--- config.mk ---
export PLATFORM = sky130hd
export DESIGN_NAME = field_packer_flat
export DESIGN_NICKNAME = d
export VERILOG_FILES = /design/src/rtl/field_packer_pkg.sv /design/src/rtl/field_packer_if.sv /design/src/rtl/field_packer_merge.sv /design/src/rtl/field_packer.sv /design/src/flat_wrapper.sv
export SDC_FILE = /design/constraint.sdc
export NUM_CORES = 1
export LEC_CHECK = 0
export BUFFER_PORTS_ARGS = -buffer_cell sky130_fd_sc_hd__buf_4
export CAP_MARGIN = 5
export CELL_PAD_IN_SITES_DETAIL_PLACEMENT = 1
export CELL_PAD_IN_SITES_GLOBAL_PLACEMENT = 2
export CORE_UTILIZATION = 31
export DETAILED_ROUTE_END_ITERATION = 12
export PLACE_DENSITY_LB_ADDON = 0.2
export SKIP_CTS_REPAIR_TIMING = 1
export SYNTH_ARGS = -nofsm -noshare
export SYNTH_HDL_FRONTEND = slang
export SYNTH_SLANG_ARGS = --single-unit
--- constraint.sdc ---
create_clock -name clk -period 7.7 [get_ports clk]
set_input_delay 1.155 -clock clk [delete_from_list [all_inputs] [get_ports clk]]
set_output_delay 1.155 -clock clk [all_outputs]
set_load 0.01 [all_outputs]
--- src/rtl/field_packer_pkg.sv ---
// -----------------------------------------------------------------------------
// field_packer_pkg
// Shared declarations for the field_packer block.
//   state_t   : packer FSM state (ST_RUN accepts fields, ST_FLUSH emits a
//               trailing residual word)
//   widths_ok : elaboration-time sanity check of the IN_W/OUT_W pairing
// -----------------------------------------------------------------------------
package field_packer_pkg;

    typedef enum logic [0:0] {
        ST_RUN   = 1'b0,
        ST_FLUSH = 1'b1
    } state_t;

    // A field must fit in one word, and a word must hold at least two bits
    function automatic bit widths_ok(input int in_w, input int out_w);
        return (in_w >= 1) && (in_w <= out_w) && (out_w >= 2);
    endfunction

endpackage

--- src/rtl/field_packer_if.sv ---
// -----------------------------------------------------------------------------
// field_packer_if
// Field-in / word-out stream bundle for field_packer.
//   in_valid/in_ready   : field handshake
//   in_data [IN_W]      : right-aligned field
//   in_len  [LEN_W]     : field length 0..IN_W (larger values clamp to IN_W)
//   in_last             : flush after this field
//   out_valid/out_ready : word handshake
//   out_data [OUT_W]    : packed word, unused bits zero
//   out_bits [BITS_W]   : meaningful bits in out_data
//   out_last            : final word of a flushed packet
// Modports: master = field source / word sink, slave = the packer.
// -----------------------------------------------------------------------------
interface field_packer_if #(
    parameter int OUT_W  = 16,
    parameter int IN_W   = 8,
    parameter int LEN_W  = $clog2(IN_W + 1),
    parameter int BITS_W = $clog2(OUT_W + 1)
);
    logic              in_valid;
    logic              in_ready;
    logic [IN_W-1:0]   in_data;
    logic [LEN_W-1:0]  in_len;
    logic              in_last;
    logic              out_valid;
    logic              out_ready;
    logic [OUT_W-1:0]  out_data;
    logic [BITS_W-1:0] out_bits;
    logic              out_last;

    modport master (
        output in_valid, in_data, in_len, in_last, out_ready,
        input  in_ready, out_valid, out_data, out_bits, out_last
    );

    modport slave (
        input  in_valid, in_data, in_len, in_last, out_ready,
        output in_ready, out_valid, out_data, out_bits, out_last
    );
endinterface

--- src/rtl/field_packer_merge.sv ---
// -----------------------------------------------------------------------------
// field_packer_merge
// Purely combinational: appends one field to the accumulator.
//   acc     in  OUT_W   accumulated bits (zero outside the valid cnt bits)
//   cnt     in  BITS_W  valid bits in acc, 0..OUT_W-1
//   data    in  IN_W    right-aligned field
//   len     in  LEN_W   field length (clamped to IN_W here)
//   word    out OUT_W   full-word candidate, or acc+field when no spill
//   resid   out OUT_W   bits left over after a full word
//   new_cnt out BITS_W  residual count on spill, cnt+len otherwise
//   spill   out 1       cnt+len reached OUT_W
// Order: MSB-first by default; FIELD_PACKER_LSB_FIRST_EN selects LSB-first
// (first field in the LSBs, residual right-aligned).
// -----------------------------------------------------------------------------
module field_packer_merge #(
    parameter int OUT_W  = 16,
    parameter int IN_W   = 8,
    parameter int LEN_W  = $clog2(IN_W + 1),
    parameter int BITS_W = $clog2(OUT_W + 1)
) (
    input  logic [OUT_W-1:0]  acc,
    input  logic [BITS_W-1:0] cnt,
    input  logic [IN_W-1:0]   data,
    input  logic [LEN_W-1:0]  len,
    output logic [OUT_W-1:0]  word,
    output logic [OUT_W-1:0]  resid,
    output logic [BITS_W-1:0] new_cnt,
    output logic              spill
);
    localparam int WW = 2 * OUT_W;
    // cnt+len can reach 2*OUT_W-1, one bit wider than a count
    localparam int TW = BITS_W + 1;

    logic [LEN_W-1:0] len_c;
    logic [IN_W-1:0]  field;
    logic [TW-1:0]    total;
    logic [WW-1:0]    wide;

    always_comb begin
        len_c = (len > LEN_W'(IN_W)) ? LEN_W'(IN_W) : len;
        field = '0;
        for (int i = 0; i < IN_W; i++) begin
            field[i] = data[i] && (LEN_W'(i) < len_c);
        end
        total = TW'(cnt) + TW'(len_c);
        spill = (total >= TW'(OUT_W));
`ifdef FIELD_PACKER_LSB_FIRST_EN
        // Field sits just above the cnt valid bits; overflow lands in the
        // upper half, already right-aligned for the next word
        wide  = {{OUT_W{1'b0}}, acc} | (WW'(field) << cnt);
        word  = wide[OUT_W-1:0];
        resid = wide[WW-1:OUT_W];
`else
        // Field sits just below the cnt valid bits; overflow lands at the
        // top of the lower half, already left-aligned for the next word.
        // A zero total shifts the (zero) field fully out, which is harmless.
        wide  = {acc, {OUT_W{1'b0}}} | (WW'(field) << (WW - int'(total)));
        word  = wide[WW-1:OUT_W];
        resid = wide[OUT_W-1:0];
`endif
        new_cnt = spill ? BITS_W'(total - TW'(OUT_W)) : BITS_W'(total);
    end

endmodule

--- src/rtl/field_packer.sv ---
// -----------------------------------------------------------------------------
// field_packer
// Streaming bit-field packer: concatenates variable-length fields into
// OUT_W-bit words, with an explicit in_last flush for the trailing word.
//   clk    in  rising-edge clock
//   rst_n  in  synchronous active-low reset
//   bus    slave modport of field_packer_if (field in, word out)
// Optional build macro FIELD_PACKER_LSB_FIRST_EN: LSB-first packing order.
// Output is a single register stage (data_p1/vld_p1); in_ready depends
// combinationally on out_ready only.
// -----------------------------------------------------------------------------
module field_packer
    import field_packer_pkg::*;
#(
    parameter int OUT_W  = 16,
    parameter int IN_W   = 8,
    parameter int LEN_W  = $clog2(IN_W + 1),
    parameter int BITS_W = $clog2(OUT_W + 1)
) (
    input logic           clk,
    input logic           rst_n,
    field_packer_if.slave bus
);
    if (!widths_ok(IN_W, OUT_W)) begin : g_width_check
        $error("field_packer: requires IN_W <= OUT_W and OUT_W >= 2");
    end

    state_t            state, state_n;
    logic [OUT_W-1:0]  acc, acc_n;
    logic [BITS_W-1:0] cnt, cnt_n;
    logic [OUT_W-1:0]  data_p1, data_n;
    logic [BITS_W-1:0] bits_p1, bits_n;
    logic              last_p1, last_n;
    logic              vld_p1, vld_n;

    logic [OUT_W-1:0]  word, resid;
    logic [BITS_W-1:0] new_cnt;
    logic              spill;
    logic              ready, accept, reg_free;

    field_packer_merge #(
        .OUT_W (OUT_W),
        .IN_W  (IN_W),
        .LEN_W (LEN_W),
        .BITS_W(BITS_W)
    ) u_merge (
        .acc    (acc),
        .cnt    (cnt),
        .data   (bus.in_data),
        .len    (bus.in_len),
        .word   (word),
        .resid  (resid),
        .new_cnt(new_cnt),
        .spill  (spill)
    );

    // Output register can take a new word if empty or draining this cycle
    assign reg_free = !vld_p1 || bus.out_ready;
    assign ready    = rst_n && (state == ST_RUN) && reg_free;
    assign accept   = bus.in_valid && ready;

    assign bus.in_ready  = ready;
    assign bus.out_valid = vld_p1;
    assign bus.out_data  = data_p1;
    assign bus.out_bits  = bits_p1;
    assign bus.out_last  = last_p1;

    always_comb begin
        state_n = state;
        acc_n   = acc;
        cnt_n   = cnt;
        vld_n   = vld_p1 && !bus.out_ready;
        data_n  = data_p1;
        bits_n  = bits_p1;
        last_n  = last_p1;
        case (state)
            ST_RUN: begin
                if (accept) begin
                    if (spill) begin
                        vld_n  = 1'b1;
                        data_n = word;
                        bits_n = BITS_W'(OUT_W);
                        last_n = bus.in_last && (new_cnt == '0);
                        acc_n  = resid;
                        cnt_n  = new_cnt;
                        if (bus.in_last && (new_cnt != '0)) begin
                            state_n = ST_FLUSH;
                        end
                    end else if (bus.in_last) begin
                        // Partial (possibly empty) final word keeps the
                        // packet boundary visible downstream
                        vld_n  = 1'b1;
                        data_n = word;
                        bits_n = new_cnt;
                        last_n = 1'b1;
                        acc_n  = '0;
                        cnt_n  = '0;
                    end else begin
                        acc_n = word;
                        cnt_n = new_cnt;
                    end
                end
            end
            ST_FLUSH: begin
                if (reg_free) begin
                    vld_n   = 1'b1;
                    data_n  = acc;
                    bits_n  = cnt;
                    last_n  = 1'b1;
                    acc_n   = '0;
                    cnt_n   = '0;
                    state_n = ST_RUN;
                end
            end
            default: state_n = ST_RUN;
        endcase
    end

    // ---- stage p1: accumulator, FSM and output register ----
    always_ff @(posedge clk) begin
        if (!rst_n) begin
            state   <= ST_RUN;
            acc     <= '0;
            cnt     <= '0;
            vld_p1  <= 1'b0;
            data_p1 <= '0;
            bits_p1 <= '0;
            last_p1 <= 1'b0;
        end else begin
            state   <= state_n;
            acc     <= acc_n;
            cnt     <= cnt_n;
            vld_p1  <= vld_n;
            data_p1 <= data_n;
            bits_p1 <= bits_n;
            last_p1 <= last_n;
        end
    end

endmodule

--- src/flat_wrapper.sv ---
// flat-port wrapper written by rule: the top's interface ports become plain ports
module field_packer_flat import field_packer_pkg::*;
#(
    parameter int OUT_W  = 16,
    parameter int IN_W   = 8,
    parameter int LEN_W  = $clog2(IN_W + 1),
    parameter int BITS_W = $clog2(OUT_W + 1)
)
  (clk, rst_n, bus_in_valid, bus_in_data, bus_in_len, bus_in_last, bus_out_ready, bus_in_ready, bus_out_valid, bus_out_data, bus_out_bits, bus_out_last);
  field_packer_if #(.OUT_W(OUT_W), .IN_W(IN_W), .LEN_W(LEN_W), .BITS_W(BITS_W)) bus_i ();
  input logic clk;
  input logic rst_n;
  input wire logic [$bits(bus_i.in_valid)-1:0] bus_in_valid;
  input wire logic [$bits(bus_i.in_data)-1:0] bus_in_data;
  input wire logic [$bits(bus_i.in_len)-1:0] bus_in_len;
  input wire logic [$bits(bus_i.in_last)-1:0] bus_in_last;
  input wire logic [$bits(bus_i.out_ready)-1:0] bus_out_ready;
  output wire logic [$bits(bus_i.in_ready)-1:0] bus_in_ready;
  output wire logic [$bits(bus_i.out_valid)-1:0] bus_out_valid;
  output wire logic [$bits(bus_i.out_data)-1:0] bus_out_data;
  output wire logic [$bits(bus_i.out_bits)-1:0] bus_out_bits;
  output wire logic [$bits(bus_i.out_last)-1:0] bus_out_last;
  assign bus_i.in_valid = bus_in_valid;
  assign bus_i.in_data = bus_in_data;
  assign bus_i.in_len = bus_in_len;
  assign bus_i.in_last = bus_in_last;
  assign bus_i.out_ready = bus_out_ready;
  assign bus_in_ready = bus_i.in_ready;
  assign bus_out_valid = bus_i.out_valid;
  assign bus_out_data = bus_i.out_data;
  assign bus_out_bits = bus_i.out_bits;
  assign bus_out_last = bus_i.out_last;
  field_packer #(.OUT_W(OUT_W), .IN_W(IN_W), .LEN_W(LEN_W), .BITS_W(BITS_W)) u_core (.clk(clk), .rst_n(rst_n), .bus(bus_i));
endmodule
==> results of run 1 <==
per-stage QoR:
step	worst slack (ps)	util [%]	hold slack, ps	cell area (um2)	total power [mW]
4_1_cts	3213	35.99	463.5	3699	0.6023
3_5_place_dp	2928	35.18	450.5	3616	0.4540
5_1_grt	2917	35.99	491.0	3699	0.6339
2_1_floorplan	3501	-	431.1	3263	0.3923
6_report	3131	35.99	460.1	3699	0.5974
3_3_place_gp	2959	35.18	438.8	3616	0.4544
sequential cells by signal, summed over array words and instances (netlist names):
signal and cells:
u_core.bus.out_bits 5, u_core.acc 16, u_core.state 1, u_core.bus.out_last 1, u_core.bus.out_valid 1, u_core.bus.out_data 16, u_core.cnt 5
synth_stat cells (all sizes together), types with 3 or more instances:
| library cell | number |
|---|---|
| a211oi | 13 |
| a21oi | 33 |
| a221oi | 5 |
| a22oi | 8 |
| a2bb2oi | 3 |
| a311oi | 4 |
| a31oi | 6 |
| a32oi | 4 |
| and2 | 4 |
| and3 | 7 |
| buf | 13 |
| clkbuf | 21 |
| dfxtp | 45 |
| ha | 5 |
| inv | 10 |
| mux2i | 12 |
| nand2 | 43 |
| nand3 | 12 |
| nor2 | 42 |
| nor2b | 6 |
| nor3 | 18 |
| nor3b | 3 |
| nor4 | 4 |
| o211ai | 9 |
| o21a | 4 |
| o21ai | 39 |
| o22ai | 5 |
| o311ai | 4 |
| o31ai | 3 |
| or2 | 4 |
| or3 | 7 |
| xnor2 | 4 |
| xor2 | 3 |
power groups by stage:
stage | registers [mW] | logic (mW) | clock network [mW]
floorplan | 0.256 | 0.136 | 0
global placement | 0.254 | 0.200 | 0
detailed placement | 0.254 | 0.200 | 0
CTS | 0.249 | 0.201 | 0.152
global route | 0.250 | 0.221 | 0.163
finish | 0.249 | 0.202 | 0.147
cells by family after synthesis:
group,after synthesis
simple gates,160
flops,45
buf+inv,44
fa+ha+maj,6
compound gates,157
xor+xnor,7
mux,15
layer usage:
| metal | up-vias | share of wire [%] | track usage [%] |
|---|---|---|---|
| met5 | - | 0 | 0 |
| met4 | 0 | 0.42 | 2.918 |
| met3 | 4 | 3.3 | 3.182 |
| met2 | 61 | 47 | 35.38 |
| met1 | 1626 | 49 | 28.34 |
| li1 | 1662 | - | - |
worst min-delay path, stage by stage, from the launching register on:
cell	delay, ps
sky130_fd_sc_hd__dfxtp_1	320
sky130_fd_sc_hd__nand2_1	50
sky130_fd_sc_hd__o21ai_0	60
final timing paths:
check,startpoint,end,slack [ps],cells past startpoint
setup / recovery,bus_in_len[1],u_core.acc[4]$_SDFFE_PN0P_,3130,12
hold / removal,u_core.acc[7]$_SDFFE_PN0P_,u_core.acc[7]$_SDFFE_PN0P_,460,2
setup reg to reg,u_core.cnt[1]$_SDFFE_PN0P_,u_core.acc[4]$_SDFFE_PN0P_,3780,11
hold reg to reg,u_core.acc[7]$_SDFFE_PN0P_,u_core.acc[7]$_SDFFE_PN0P_,460,2
cell type report:
type	count	share of cell area, %
multi-input combinational	345	58.86
clock buffer	6	1.962
inverter	10	1.015
sequential	45	24.36
clock inverter	2	0.2706
tap	136	4.601
timing repair buffer	44	8.931
==> report_table.html, run 1 <==
<table>
<tr><th>Metric</th><th>Value</th></tr>
<tr><th colspan="2">Status</th></tr>
<tr><td>Run status</td><td>complete, no violations</td></tr>
<tr><th colspan="2">Detailed routing</th></tr>
<tr><td>Vias per Instance</td><td>5.702</td></tr>
<tr><td>Initial detailed-routing violation count</td><td>178</td></tr>
<tr><td>Total via count after detailed routing</td><td>3353</td></tr>
<tr><td>First-pass detailed-route iteration total</td><td>4</td></tr>
<tr><td>Antenna Nets Post-Route</td><td>0</td></tr>
<tr><td>DRC viols</td><td>0</td></tr>
<tr><td>Average wire per cell in the routed design</td><td>19.21 um</td></tr>
<tr><td>Final wirelength</td><td>11.30 mm</td></tr>
<tr><th colspan="2">Synth</th></tr>
<tr><td>Net Count, Synth</td><td>456</td></tr>
<tr><td>Netlist Area Pre-Place</td><td>0.003263 mm2</td></tr>
<tr><td>Post-synthesis compound-gate area fraction</td><td>33.40%</td></tr>
<tr><td>Number of unique standard cell types used by synthesis</td><td>67</td></tr>
<tr><td>Number of enable flip-flop cells after synthesis</td><td>0</td></tr>
<tr><td>Register area share after synthesis</td><td>27.61%</td></tr>
<tr><td>Largest family of logic cells by synthesized area</td><td>compound AO/OA/AOI/OAI gates</td></tr>
<tr><td>Area share of the leading cell type in the synthesized netlist</td><td>27.61%</td></tr>
<tr><td>Synth warn</td><td>0</td></tr>
<tr><td>Adder-cell share of the synthesized area</td><td>2.224%</td></tr>
<tr><td>Synthesized-area fraction occupied by and/or/nand/nor cells</td><td>23.85%</td></tr>
<tr><td>Average cell area after synthesis</td><td>7.519 um2</td></tr>
<tr><td>Number of synthesized register bits</td><td>45</td></tr>
<tr><td>Mux contribution to synthesized area</td><td>5.061%</td></tr>
<tr><td>Number of instances in the synthesized netlist</td><td>434</td></tr>
<tr><td>Asr flop ratio synth</td><td>0%</td></tr>
<tr><td>Cell types occupying the most area after synthesis</td><td>sky130_fd_sc_hd__dfxtp_1, sky130_fd_sc_hd__o21ai_0, sky130_fd_sc_hd__a21oi_1</td></tr>
<tr><td>Top flip-flop cell by instance count after synthesis</td><td>sky130_fd_sc_hd__dfxtp_1</td></tr>
<tr><td>Cell taking the most area after synthesis</td><td>sky130_fd_sc_hd__dfxtp_1</td></tr>
<tr><td>Xor-xnor portion of the synthesized cell area</td><td>2.109%</td></tr>
<tr><th colspan="2">Final layout</th></tr>
<tr><td>Most used cells in the layout excluding fill and tap cells</td><td>sky130_fd_sc_hd__dfxtp_1, sky130_fd_sc_hd__buf_4, sky130_fd_sc_hd__nand2_1, sky130_fd_sc_hd__nor2_1, sky130_fd_sc_hd__o21ai_0</td></tr>
<tr><td>Area of combinational cells with multiple inputs</td><td>0.002177 mm2</td></tr>
<tr><td>Ratio of cells with drive above 1 in the final layout</td><td>15.27%</td></tr>
<tr><td>Number of standard cells in the layout, taps in and fillers out</td><td>588</td></tr>
<tr><td>Register cell area after layout</td><td>900.9 um2</td></tr>
<tr><td>Area growth syn-to-layout</td><td>13.34%</td></tr>
<tr><td>Number of diodes added for antenna fixing</td><td>0</td></tr>
<tr><td>Count of nets after finishing</td><td>473</td></tr>
<tr><td>Most common library cell in the layout ignoring fill and taps</td><td>sky130_fd_sc_hd__dfxtp_1</td></tr>
<tr><td>Fill cell count</td><td>1275</td></tr>
<tr><th colspan="2">Clock tree</th></tr>
<tr><td>Depth of the CTS H-tree</td><td>2</td></tr>
<tr><td>Worst-skew pair later-pin latency</td><td>290 ps</td></tr>
<tr><td>Clk sinks</td><td>45</td></tr>
<tr><td>TritonCTS clock tree</td><td>done</td></tr>
<tr><td>Register clock-pin slew on the reported worst setup and hold paths</td><td>90 ps</td></tr>
<tr><td>Number of buffers added by the clock tree synthesis step</td><td>5</td></tr>
<tr><td>Maximum buffer depth of the clock tree</td><td>2</td></tr>
<tr><td>Root Buffer Master</td><td>sky130_fd_sc_hd__clkbuf_8</td></tr>
<tr><th colspan="2">Global route</th></tr>
<tr><td>Largest net degree at the start of global routing</td><td>31</td></tr>
<tr><td>First-pass GRT wire length</td><td>18.37 mm</td></tr>
<tr><td>Aggregate global routing overflow</td><td>0</td></tr>
<tr><td>Overall fraction of global-route tracks in use</td><td>20.81%</td></tr>
<tr><td>Vias in the first global route</td><td>3356</td></tr>
<tr><td>Number of antenna violations at the first check in global routing</td><td>0</td></tr>
<tr><th colspan="2">Setup path</th></tr>
<tr><td>Type of the worst setup path</td><td>input pin to flop</td></tr>
<tr><td>Slowest library cell on the worst path</td><td>sky130_fd_sc_hd__mux2i_1</td></tr>
<tr><td>Sum of buffers and inverters on the critical path</td><td>1</td></tr>
<tr><td>Data required time at the worst endpoint</td><td>7920 ps</td></tr>
<tr><td>Kind of launch point of the worst setup path</td><td>input pin</td></tr>
<tr><td>Worst EP arrival</td><td>4790 ps</td></tr>
<tr><td>Largest stage delay on the critical path</td><td>800 ps</td></tr>
<tr><td>Cell breakdown of the critical path</td><td>buf_4 &gt; nor2b_1 &gt; xnor2_1 &gt; ha_1 &gt; nand2_2 &gt; a211oi_1 &gt; o31ai_2 &gt; a21boi_4 &gt; mux2i_1 &gt; and2_1 &gt; o221ai_1 &gt; a21oi_1</td></tr>
<tr><td>Family with the most delay on the worst path</td><td>compound AO/OA/AOI/OAI gates</td></tr>
<tr><td>Peak fanout along the critical path</td><td>12</td></tr>
<tr><td>Crit path capture type</td><td>flop</td></tr>
<tr><th colspan="2">Place</th></tr>
<tr><td>Instance count after placement with tap cells included</td><td>580</td></tr>
<tr><td>Final weighted congestion in routability-driven placement</td><td>0.8455</td></tr>
<tr><td>Port Buf Inserts</td><td>40</td></tr>
<tr><td>Post-detail-place hpwl</td><td>8.307 mm</td></tr>
<tr><th colspan="2">Die</th></tr>
<tr><td>IO Count</td><td>41</td></tr>
<tr><td>Die outline area</td><td>0.01094 mm2</td></tr>
<tr><td>Die height</td><td>104.6 um</td></tr>
<tr><td>Standard-cell rows</td><td>37</td></tr>
<tr><td>Total core area</td><td>0.01028 mm2</td></tr>
<tr><td>Starting density of the core</td><td>31.75%</td></tr>
<tr><td>Width of the chip</td><td>104.6 um</td></tr>
<tr><th colspan="2">Power and ir drop</th></tr>
<tr><td>Max rail drop VDD</td><td>0.1050 mV</td></tr>
<tr><td>Clock power share</td><td>24.6%</td></tr>
<tr><td>Lkg Pwr</td><td>1.355 nW</td></tr>
<tr><td>Power dissipated by switching net loads</td><td>0.2175 mW</td></tr>
<tr><td>Internal power</td><td>0.3799 mW</td></tr>
<tr><td>Net Sw Frac</td><td>36.41%</td></tr>
<tr><td>Reg power frac</td><td>41.6%</td></tr>
<tr><td>PwrDens</td><td>161.5 mW/mm2</td></tr>
<tr><td>Comb pwr share</td><td>33.8%</td></tr>
<tr><th colspan="2">Timing</th></tr>
<tr><td>Number of slew-limit violations in the final report</td><td>0</td></tr>
<tr><td>Setup repair after global routing missed its margin</td><td>no</td></tr>
<tr><td>Max frequency</td><td>218.9 MHz</td></tr>
<tr><td>Setup Viol. Count Final</td><td>0</td></tr>
<tr><td>Final hold violation count</td><td>0</td></tr>
<tr><td>Minimum clock period after layout</td><td>4569 ps</td></tr>
<tr><td>Worst-margin pin slew</td><td>945.2 ps</td></tr>
<tr><td>Final Cycle Share</td><td>59.34%</td></tr>
<tr><td>Worst clock skew</td><td>3.198 ps</td></tr>
<tr><td>Setup_tns</td><td>0 ps</td></tr>
<tr><td>Headroom to the max-slew limit</td><td>36.76%</td></tr>
<tr><th colspan="2">Run</th></tr>
<tr><td>Count of maximum capacitance violations</td><td>0</td></tr>
<tr><th colspan="2">Worst hold path</th></tr>
<tr><td>Type of the worst min-delay path</td><td>flop to flop</td></tr>
</table>
Power figures use the tool's default switching activity.
==> run 2: changes to the inputs <==
--- a/config.mk
+++ b/config.mk
@@ -5,11 +5,12 @@
 export SDC_FILE = /design/constraint.sdc
 export NUM_CORES = 1
 export LEC_CHECK = 0
+export ABC_AREA = 1
 export BUFFER_PORTS_ARGS = -buffer_cell sky130_fd_sc_hd__buf_4
 export CAP_MARGIN = 5
 export CELL_PAD_IN_SITES_DETAIL_PLACEMENT = 1
 export CELL_PAD_IN_SITES_GLOBAL_PLACEMENT = 2
-export CORE_UTILIZATION = 31
+export CORE_UTILIZATION = 28
 export DETAILED_ROUTE_END_ITERATION = 12
 export PLACE_DENSITY_LB_ADDON = 0.2
 export SKIP_CTS_REPAIR_TIMING = 1
==> constraint.sdc (replaced) <==
create_clock -name clk -period 3.9 [get_ports clk]
set_input_delay 0.585 -clock clk [delete_from_list [all_inputs] [get_ports clk]]
set_output_delay 0.585 -clock clk [all_outputs]
set_load 0.01 [all_outputs]
==> run 2 against run 1 <==
Final area rose by 1.1%. Non-clock buffer count rose by 6. Synthesized area fell by 3.0%. Critical path depth rose by 7. Die area rose by 7.3%. Count of clock-buffer cells in the layout did not move. Register-to-register slack got worse by 3000 ps. Sequential share of layout area fell by 0.26 points. Via count rose by 3.0%. Hold slack improved by 6.0 ps. Sequential power rose by 99%. Largest cell class unchanged. Largest power group is now combinational logic. Highest routed layer unchanged.
==> report_table.html, run 2 <==
<table>
<tr><th>Metric</th><th>Value</th></tr>
<tr><th colspan="2">Status</th></tr>
<tr><td>Run status</td><td>complete, no violations</td></tr>
<tr><th colspan="2">Synth</th></tr>
<tr><td>Commonest cells post-synth</td><td>sky130_fd_sc_hd__nand2_1, sky130_fd_sc_hd__nand3_1, sky130_fd_sc_hd__a21oi_1, sky130_fd_sc_hd__dfxtp_1, sky130_fd_sc_hd__inv_1</td></tr>
<tr><td>Library cell with the highest instance count after synthesis</td><td>sky130_fd_sc_hd__nand2_1</td></tr>
<tr><td>Adder-cell share of the synthesized area</td><td>1.976% (-0.25 points)</td></tr>
<tr><td>Netlist Area Pre-Place</td><td>0.003166 mm2 (-3.0%)</td></tr>
<tr><td>Synthesized-area fraction occupied by and/or/nand/nor cells</td><td>40.87% (+17 points)</td></tr>
<tr><td>Number of unique standard cell types used by synthesis</td><td>40 (-40%)</td></tr>
<tr><td>Number of instances in the synthesized netlist</td><td>506 (+17%)</td></tr>
<tr><td>Top flip-flop cell by instance count after synthesis</td><td>sky130_fd_sc_hd__dfxtp_1</td></tr>
<tr><td>Post-synthesis compound-gate area fraction</td><td>18.30% (-15 points)</td></tr>
<tr><td>Xor-xnor portion of the synthesized cell area</td><td>0.7905% (-1.3 points)</td></tr>
<tr><td>Asr flop ratio synth</td><td>0% (unchanged)</td></tr>
<tr><td>Mux contribution to synthesized area</td><td>0% (-5.1 points)</td></tr>
<tr><td>Area share of the leading cell type in the synthesized netlist</td><td>28.46% (+0.85 points)</td></tr>
<tr><td>Cell taking the most area after synthesis</td><td>sky130_fd_sc_hd__dfxtp_1</td></tr>
<tr><td>Number of enable flip-flop cells after synthesis</td><td>0 (unchanged)</td></tr>
<tr><td>Number of synthesized register bits</td><td>45 (unchanged)</td></tr>
<tr><td>Largest family of logic cells by synthesized area</td><td>simple AND/OR/NAND/NOR gates</td></tr>
<tr><td>Cell types occupying the most area after synthesis</td><td>sky130_fd_sc_hd__dfxtp_1, sky130_fd_sc_hd__nand2_1, sky130_fd_sc_hd__nand3_1</td></tr>
<tr><td>Register area share after synthesis</td><td>28.46% (+0.85 points)</td></tr>
<tr><td>Average cell area after synthesis</td><td>6.256 um2 (-17%)</td></tr>
<tr><td>Net Count, Synth</td><td>528 (+16%)</td></tr>
<tr><td>Synth warn</td><td>0 (unchanged)</td></tr>
<tr><th colspan="2">Die</th></tr>
<tr><td>Total core area</td><td>0.01094 mm2 (+6.4%)</td></tr>
<tr><td>Standard-cell rows</td><td>38 (+2.7%)</td></tr>
<tr><td>Die outline area</td><td>0.01173 mm2 (+7.3%)</td></tr>
<tr><td>Starting density of the core</td><td>28.95% (-2.8 points)</td></tr>
<tr><td>Die height</td><td>108.3 um (+3.6%)</td></tr>
<tr><td>IO Count</td><td>41 (unchanged)</td></tr>
<tr><td>Width of the chip</td><td>108.3 um (+3.6%)</td></tr>
<tr><th colspan="2">Final layout</th></tr>
<tr><td>Most common library cell in the layout ignoring fill and taps</td><td>sky130_fd_sc_hd__nand2_1</td></tr>
<tr><td>Count of nets after finishing</td><td>561 (+19%)</td></tr>
<tr><td>Number of diodes added for antenna fixing</td><td>0 (unchanged)</td></tr>
<tr><td>Area growth syn-to-layout</td><td>18.10%</td></tr>
<tr><td>Ratio of cells with drive above 1 in the final layout</td><td>16.48% (+1.2 points)</td></tr>
<tr><td>Most used cells in the layout excluding fill and tap cells</td><td>sky130_fd_sc_hd__nand2_1, sky130_fd_sc_hd__nand3_1, sky130_fd_sc_hd__a21oi_1, sky130_fd_sc_hd__buf_4, sky130_fd_sc_hd__dfxtp_1</td></tr>
<tr><td>Final core utilization</td><td>34.19% (-1.8 points)</td></tr>
<tr><td>Fill cell count</td><td>1460 (+15%)</td></tr>
<tr><th colspan="2">Clock tree</th></tr>
<tr><td>Worst-skew pair later-pin latency</td><td>290 ps (about the same)</td></tr>
<tr><td>Register clock-pin slew on the reported worst setup and hold paths</td><td>60 ps (-30 ps)</td></tr>
<tr><td>Number of buffers added by the clock tree synthesis step</td><td>5 (unchanged)</td></tr>
<tr><td>Maximum buffer depth of the clock tree</td><td>2 (unchanged)</td></tr>
<tr><td>TritonCTS clock tree</td><td>done</td></tr>
<tr><td>Depth of the CTS H-tree</td><td>2 (unchanged)</td></tr>
<tr><td>Clk sinks</td><td>45 (unchanged)</td></tr>
<tr><td>Root Buffer Master</td><td>sky130_fd_sc_hd__clkbuf_16</td></tr>
<tr><th colspan="2">Timing</th></tr>
<tr><td>Final Cycle Share</td><td>81.82%</td></tr>
<tr><td>Smallest setup slack after layout</td><td>709.2 ps (-2422 ps)</td></tr>
<tr><td>Worst clock skew</td><td>4.787 ps (+1.589 ps)</td></tr>
<tr><td>Setup_tns</td><td>0 ps (unchanged)</td></tr>
<tr><td>Final hold violation count</td><td>0 (unchanged)</td></tr>
<tr><td>Setup Viol. Count Final</td><td>0 (unchanged)</td></tr>
<tr><td>Hold WS</td><td>466.0 ps (+5.966 ps)</td></tr>
<tr><td>Minimum clock period after layout</td><td>3191 ps</td></tr>
<tr><td>Setup repair after global routing missed its margin</td><td>no</td></tr>
<tr><td>Number of slew-limit violations in the final report</td><td>0 (unchanged)</td></tr>
<tr><td>Headroom to the max-slew limit</td><td>44.33% (+7.6 points)</td></tr>
<tr><td>Worst-margin pin slew</td><td>833.9 ps (-111.3 ps)</td></tr>
<tr><td>Max frequency</td><td>313.4 MHz</td></tr>
<tr><th colspan="2">Setup path</th></tr>
<tr><td>Register-to-Register Setup Slack</td><td>820 ps (-2960 ps)</td></tr>
<tr><td>Crit path capture type</td><td>flop</td></tr>
<tr><td>Data required time at the worst endpoint</td><td>4120 ps (-3800 ps)</td></tr>
<tr><td>Worst EP arrival</td><td>3410 ps (-1380 ps)</td></tr>
<tr><td>Kind of launch point of the worst setup path</td><td>input pin</td></tr>
<tr><td>Peak fanout along the critical path</td><td>16 (+4)</td></tr>
<tr><td>R2r worst-path depth</td><td>17 (+6)</td></tr>
<tr><td>Type of the worst setup path</td><td>input pin to flop</td></tr>
<tr><th colspan="2">Power and ir drop</th></tr>
<tr><td>Lkg Pwr</td><td>1.696 nW (+25%)</td></tr>
<tr><td>PwrDens</td><td>380.8 mW/mm2 (+140%)</td></tr>
<tr><td>Total chip power</td><td>1.424 mW (+140%)</td></tr>
<tr><td>Max rail drop VDD</td><td>0.1916 mV (+83%)</td></tr>
<tr><th colspan="2">Detailed routing</th></tr>
<tr><td>Total via count after detailed routing</td><td>3455 (+3.0%)</td></tr>
<tr><td>Vias per Instance</td><td>5.081 (-11%)</td></tr>
<tr><td>First-pass detailed-route iteration total</td><td>4 (unchanged)</td></tr>
<tr><td>Average wire per cell in the routed design</td><td>16.39 um (-15%)</td></tr>
<tr><td>Antenna Nets Post-Route</td><td>0 (unchanged)</td></tr>
<tr><td>DRC viols</td><td>0 (unchanged)</td></tr>
<tr><td>Initial detailed-routing violation count</td><td>147 (-17%)</td></tr>
<tr><td>Final wirelength</td><td>11.14 mm (-1.3%)</td></tr>
<tr><th colspan="2">Worst hold path</th></tr>
<tr><td>Type of the worst min-delay path</td><td>flop to flop</td></tr>
<tr><td>Number of cells on the worst hold path</td><td>2 (unchanged)</td></tr>
<tr><th colspan="2">Global route</th></tr>
<tr><td>First-pass GRT wire length</td><td>18.15 mm (-1.2%)</td></tr>
<tr><td>Vias in the first global route</td><td>3515 (+4.7%)</td></tr>
<tr><td>Number of antenna violations at the first check in global routing</td><td>0 (unchanged)</td></tr>
<tr><td>Overall fraction of global-route tracks in use</td><td>20.20% (-0.61 points)</td></tr>
<tr><td>Aggregate global routing overflow</td><td>0 (unchanged)</td></tr>
<tr><td>Largest net degree at the start of global routing</td><td>30 (-3.2%)</td></tr>
<tr><th colspan="2">Place</th></tr>
<tr><td>Post-detail-place hpwl</td><td>8.481 mm (+2.1%)</td></tr>
<tr><td>Final weighted congestion in routability-driven placement</td><td>0.8722 (+3.2%)</td></tr>
<tr><td>Worst setup slack after placement</td><td>414.7 ps (-2513 ps)</td></tr>
<tr><td>Port Buf Inserts</td><td>40 (unchanged)</td></tr>
<tr><th colspan="2">Run</th></tr>
<tr><td>Count of maximum capacitance violations</td><td>0 (unchanged)</td></tr>
</table>
-- run 2: routing by layer --
layer | vias to the layer above | track usage (%) | share of wire (%)
met5 | - | 0 | 0
met1 | 1637 | 25.59 | 47
li1 | 1759 | - | -
met4 | 0 | 5.309 | 2.1
met2 | 43 | 35.35 | 49
met3 | 16 | 3.255 | 2.3
-- run 2: final timing paths --
kind / start / to
worst max-delay path: bus_in_len[3] / u_core.bus.out_data[7]$_SDFFE_PN0P_
worst min-delay path: u_core.acc[7]$_SDFFE_PN0P_ / u_core.acc[7]$_SDFFE_PN0P_
worst max register to register: u_core.cnt[1]$_SDFFE_PN0P_ / u_core.bus.out_data[7]$_SDFFE_PN0P_
worst min register to register: u_core.acc[7]$_SDFFE_PN0P_ / u_core.acc[7]$_SDFFE_PN0P_
-- run 2: cell type report --
type	count	area, um2	area share (%)
clock inverter	2	10.01	0.2677
sequential	45	900.9	24.10
timing repair buffer	50	375.4	10.04
multi-input combinational	387	1961	52.44
clock buffer	6	128.9	3.447
tap	140	175.2	4.685
inverter	50	187.7	5.020
-- run 2: worst max-delay path, stage by stage --
cell and delay [ps]:
sky130_fd_sc_hd__buf_4 150, sky130_fd_sc_hd__inv_2 120, sky130_fd_sc_hd__nand3_2 120, sky130_fd_sc_hd__and2_1 190, sky130_fd_sc_hd__ha_1 330, sky130_fd_sc_hd__inv_1 110
sky130_fd_sc_hd__ha_1 140, sky130_fd_sc_hd__inv_1 60, sky130_fd_sc_hd__nor2_2 160, sky130_fd_sc_hd__nand3_2 130, sky130_fd_sc_hd__nand2_4 180, sky130_fd_sc_hd__nand3_1 120
sky130_fd_sc_hd__nand3_1 190, sky130_fd_sc_hd__nand3_1 100, sky130_fd_sc_hd__nand2_1 170, sky130_fd_sc_hd__nand3_1 160, sky130_fd_sc_hd__o21ai_1 180, sky130_fd_sc_hd__nand2_1 70
sky130_fd_sc_hd__a21oi_1 130
-- run 2: where the power goes --
group	internal (mW)	leakage, nW	total, mW	switching (mW)
Combinational	0.170	1.26	0.518	0.348
Clock	0.235	0.0706	0.410	0.174
Sequential	0.482	0.366	0.496	0.0140
Total	0.888	1.70	1.42	0.536
-- run 2: logic make-up after synthesis --
kind of cell | count (synthesis)
compound gates | 103
xor+xnor | 2
fa+ha+maj | 5
buf+inv | 74
flops | 45
simple gates | 277
-- run 2: metrics by stage --
step / instance area (um2) / cells
4_1_cts: 3739 / 680
5_1_grt: 3739 / 680
6_report: 3739 / 680
3_3_place_gp: 3600 / 672
2_1_floorplan: 3166 / 506
3_5_place_dp: 3600 / 672
==> run 3: changes to the inputs <==
--- a/config.mk
+++ b/config.mk
@@ -5,12 +5,12 @@
 export SDC_FILE = /design/constraint.sdc
 export NUM_CORES = 1
 export LEC_CHECK = 0
-export ABC_AREA = 1
+export ABC_AREA = 0
 export BUFFER_PORTS_ARGS = -buffer_cell sky130_fd_sc_hd__buf_4
 export CAP_MARGIN = 5
 export CELL_PAD_IN_SITES_DETAIL_PLACEMENT = 1
 export CELL_PAD_IN_SITES_GLOBAL_PLACEMENT = 2
-export CORE_UTILIZATION = 28
+export CORE_UTILIZATION = 30
 export DETAILED_ROUTE_END_ITERATION = 12
 export PLACE_DENSITY_LB_ADDON = 0.2
 export SKIP_CTS_REPAIR_TIMING = 1
==> constraint.sdc (replaced) <==
create_clock -name clk -period 2.83 [get_ports clk]
set_input_delay 0.4245 -clock clk [delete_from_list [all_inputs] [get_ports clk]]
set_output_delay 0.4245 -clock clk [all_outputs]
set_load 0.01 [all_outputs]
==> run 3 against run 2 <==
The flow now finishes with violations (setup timing). Core utilization grew 16 points. Sequential power rose by 36%. Setup slack worse by 760 ps. Wire length up 22%. Die area fell by 3.7%. Via count rose by 15%. Register-to-register slack worse by 870 ps. Hold slack got worse by 58 ps. Count of clock-buffer cells in the layout unchanged. Critical path type is now flop to flop. Critical endpoint is now u_core.acc[9]$_SDFFE_PN0P_. Largest power group unchanged.
==> report_table.html, run 3 (synthesized netlist as in run 1, its figures left out) <==
<table>
<tr><th>Metric</th><th>Value</th></tr>
<tr><th colspan="2">Timing</th></tr>
<tr><td>Final Cycle Share</td><td>101.7%</td></tr>
<tr><td>Setup Viol. Count Final</td><td>1 (+1)</td></tr>
<tr><td>Smallest setup slack after layout</td><td>-47.31 ps (-756.5 ps)</td></tr>
<tr><td>Max frequency</td><td>347.5 MHz</td></tr>
<tr><td>Final hold violation count</td><td>0 (unchanged)</td></tr>
<tr><td>Worst clock skew</td><td>8.639 ps (+3.852 ps)</td></tr>
<tr><td>Minimum clock period after layout</td><td>2877 ps</td></tr>
<tr><td>Worst-margin pin slew</td><td>783.4 ps (-50.43 ps)</td></tr>
<tr><td>Number of slew-limit violations in the final report</td><td>0 (unchanged)</td></tr>
<tr><td>Headroom to the max-slew limit</td><td>47.71% (+3.4 points)</td></tr>
<tr><td>Setup repair after global routing missed its margin</td><td>yes</td></tr>
<tr><th colspan="2">Final layout</th></tr>
<tr><td>Number of diodes added for antenna fixing</td><td>0 (unchanged)</td></tr>
<tr><td>Most used cells in the layout excluding fill and tap cells</td><td>sky130_fd_sc_hd__buf_4, sky130_fd_sc_hd__dfxtp_1, sky130_fd_sc_hd__nand2_1, sky130_fd_sc_hd__nor2_1, sky130_fd_sc_hd__o21ai_0</td></tr>
<tr><td>Final core utilization</td><td>50.28% (+16 points)</td></tr>
<tr><td>Count of nets after finishing</td><td>601 (+7.1%)</td></tr>
<tr><td>Most common library cell in the layout ignoring fill and taps</td><td>sky130_fd_sc_hd__buf_4</td></tr>
<tr><td>Ratio of cells with drive above 1 in the final layout</td><td>46.55% (+30 points)</td></tr>
<tr><td>Area growth syn-to-layout</td><td>60.51%</td></tr>
<tr><th colspan="2">Place</th></tr>
<tr><td>Post-detail-place hpwl</td><td>10.11 mm (+19%)</td></tr>
<tr><td>Port Buf Inserts</td><td>40 (unchanged)</td></tr>
<tr><td>Final weighted congestion in routability-driven placement</td><td>0.8559 (-1.9%)</td></tr>
<tr><td>Worst setup slack after placement</td><td>-563.5 ps (-978.2 ps)</td></tr>
<tr><th colspan="2">Setup path</th></tr>
<tr><td>Kind of launch point of the worst setup path</td><td>flop</td></tr>
<tr><td>Crit path capture type</td><td>flop</td></tr>
<tr><td>Peak fanout along the critical path</td><td>3 (-13)</td></tr>
<tr><td>Worst EP arrival</td><td>3040 ps (-370 ps)</td></tr>
<tr><td>Type of the worst setup path</td><td>flop to flop</td></tr>
<tr><td>R2r worst-path depth</td><td>14 (-3)</td></tr>
<tr><td>Data required time at the worst endpoint</td><td>2990 ps (-1130 ps)</td></tr>
<tr><th colspan="2">Die</th></tr>
<tr><td>Die height</td><td>106.3 um (-1.9%)</td></tr>
<tr><td>Total core area</td><td>0.01042 mm2 (-4.7%)</td></tr>
<tr><td>IO Count</td><td>41 (unchanged)</td></tr>
<tr><td>Width of the chip</td><td>106.3 um (-1.9%)</td></tr>
<tr><td>Starting density of the core</td><td>31.33% (+2.4 points)</td></tr>
<tr><td>Standard-cell rows</td><td>37 (-2.6%)</td></tr>
<tr><td>Die outline area</td><td>0.01130 mm2 (-3.7%)</td></tr>
<tr><th colspan="2">Global route</th></tr>
<tr><td>Number of antenna violations at the first check in global routing</td><td>0 (unchanged)</td></tr>
<tr><td>First-pass GRT wire length</td><td>20.89 mm (+15%)</td></tr>
<tr><td>Overall fraction of global-route tracks in use</td><td>23.54% (+3.3 points)</td></tr>
<tr><td>Vias in the first global route</td><td>4087 (+16%)</td></tr>
<tr><td>Aggregate global routing overflow</td><td>0 (unchanged)</td></tr>
<tr><td>Largest net degree at the start of global routing</td><td>30 (unchanged)</td></tr>
<tr><th colspan="2">Clock tree</th></tr>
<tr><td>Register clock-pin slew on the reported worst setup and hold paths</td><td>90 ps (+30 ps)</td></tr>
<tr><td>TritonCTS clock tree</td><td>done</td></tr>
<tr><td>Root Buffer Master</td><td>sky130_fd_sc_hd__clkbuf_8</td></tr>
<tr><td>Depth of the CTS H-tree</td><td>2 (unchanged)</td></tr>
<tr><td>Worst-skew pair later-pin latency</td><td>310 ps (+20 ps)</td></tr>
<tr><td>Maximum buffer depth of the clock tree</td><td>2 (unchanged)</td></tr>
<tr><td>Clk sinks</td><td>45 (unchanged)</td></tr>
<tr><td>Number of buffers added by the clock tree synthesis step</td><td>5 (unchanged)</td></tr>
<tr><th colspan="2">Power and ir drop</th></tr>
<tr><td>Max rail drop VDD</td><td>0.1940 mV (+1.2%)</td></tr>
<tr><td>Internal power</td><td>1.399 mW (+58%)</td></tr>
<tr><td>Lkg Pwr</td><td>2.115 nW (+25%)</td></tr>
<tr><td>Net Sw Frac</td><td>34.38% (-3.3 points)</td></tr>
<tr><td>Clock power share</td><td>24.7% (-4.1 points)</td></tr>
<tr><td>Reg power frac</td><td>31.8% (-3.1 points)</td></tr>
<tr><td>Power dissipated by switching net loads</td><td>0.7331 mW (+37%)</td></tr>
<tr><td>Comb pwr share</td><td>43.6% (+7.2 points)</td></tr>
<tr><td>PwrDens</td><td>407.1 mW/mm2 (+6.9%)</td></tr>
<tr><th colspan="2">Detailed routing</th></tr>
<tr><td>First-pass detailed-route iteration total</td><td>4 (unchanged)</td></tr>
<tr><td>Initial detailed-routing violation count</td><td>122 (-17%)</td></tr>
<tr><td>Vias per Instance</td><td>5.566 (+9.5%)</td></tr>
<tr><td>Final wirelength</td><td>13.59 mm (+22%)</td></tr>
<tr><td>Antenna Nets Post-Route</td><td>0 (unchanged)</td></tr>
<tr><td>DRC viols</td><td>0 (unchanged)</td></tr>
<tr><td>Total via count after detailed routing</td><td>3985 (+15%)</td></tr>
<tr><td>Average wire per cell in the routed design</td><td>18.98 um (+16%)</td></tr>
<tr><th colspan="2">Worst hold path</th></tr>
<tr><td>Number of cells on the worst hold path</td><td>3 (+1)</td></tr>
<tr><td>Type of the worst min-delay path</td><td>input pin to flop</td></tr>
<tr><th colspan="2">Status</th></tr>
<tr><td>Violations in the final reports</td><td>setup timing</td></tr>
<tr><td>Run status</td><td>complete, but fails checks</td></tr>
<tr><th colspan="2">Run</th></tr>
<tr><td>Count of maximum capacitance violations</td><td>0 (unchanged)</td></tr>
</table>
-- run 3: cell types whose count changed in the layout (fill, tap and decap cells not counted), sizes merged, moves of 8 or more --
cell,before,now
a21oi,52,33
nand2,125,43
buf,50,172
a211oi,2,13
nand4,10,2
a22oi,0,8
inv,48,10
mux2i,0,12
nand3,92,12
nor3,4,18
-- run 3: routing by layer --
| metal | track usage [%] | up-vias | share of wire [%] |
|---|---|---|---|
| met5 | 0 | - | 0 |
| met4 | 6.250 | 0 | 2.7 |
| met3 | 2.514 | 22 | 3.2 |
| met2 | 39.94 | 69 | 47 |
| met1 | 31.59 | 1977 | 47 |
| li1 | - | 1917 | - |
-- run 3: worst paths after layout --
path         slack [ps]                         from                         endpoint
min reg2reg         470  u_core.acc[13]$_SDFFE_PN0P_      u_core.acc[13]$_SDFFE_PN0P_
max                 -50   u_core.cnt[1]$_SDFFE_PN0P_       u_core.acc[9]$_SDFFE_PN0P_
max reg2reg         -50   u_core.cnt[1]$_SDFFE_PN0P_       u_core.acc[9]$_SDFFE_PN0P_
min                 410                 bus_in_valid  u_core.bus.out_valid$_SDFF_PN0_
-- run 3: critical path, cell delays in order, from the launching register on --
cell                       delay (ps)
sky130_fd_sc_hd__dfxtp_2          350
sky130_fd_sc_hd__inv_2             50
sky130_fd_sc_hd__xnor2_2          140
sky130_fd_sc_hd__ha_4             280
sky130_fd_sc_hd__inv_2             50
sky130_fd_sc_hd__ha_4             190
sky130_fd_sc_hd__xnor2_4          200
sky130_fd_sc_hd__nor3_4            70
sky130_fd_sc_hd__buf_4            140
sky130_fd_sc_hd__or3_4            360
sky130_fd_sc_hd__o2111a_1         140
sky130_fd_sc_hd__a211oi_2         260
sky130_fd_sc_hd__mux2i_2          160
sky130_fd_sc_hd__a221oi_2         260
sky130_fd_sc_hd__nor3_1            80
-- run 3: power groups by stage --
stage,Combinational (mW),Sequential (mW),Clock [mW]
after CTS,0.743,0.677,0.537
after detailed placement,0.739,0.691,0
final,0.929,0.677,0.526
after global placement,0.727,0.689,0
after global routing,0.993,0.681,0.569
after floorplan,0.395,0.698,0
-- run 3: stage by stage --
step | setup TNS (ps) | hold slack, ps | total power [mW] | instance area, um2 | instances
2_1_floorplan | -4592 | 431.1 | 1.092 | 3386 | 434
3_3_place_gp | -14280 | 451.6 | 1.417 | 4537 | 689
3_5_place_dp | -16830 | 463.0 | 1.430 | 4537 | 689
4_1_cts | -5213 | 402.8 | 1.957 | 4657 | 697
5_1_grt | -875.1 | 397.4 | 2.243 | 5238 | 716
6_report | -47.31 | 408.4 | 2.132 | 5238 | 716
-- run 3: final cells by class --
cell class	count	area (um2)
Clock inverter	2	37.54
Fill cell	1273	5179
Multi-Input combinational cell	345	2683
Tap cell	136	170.2
Clock buffer	6	82.58
Timing Repair Buffer	172	1323
Inverter	10	37.54
Sequential cell	45	904.6
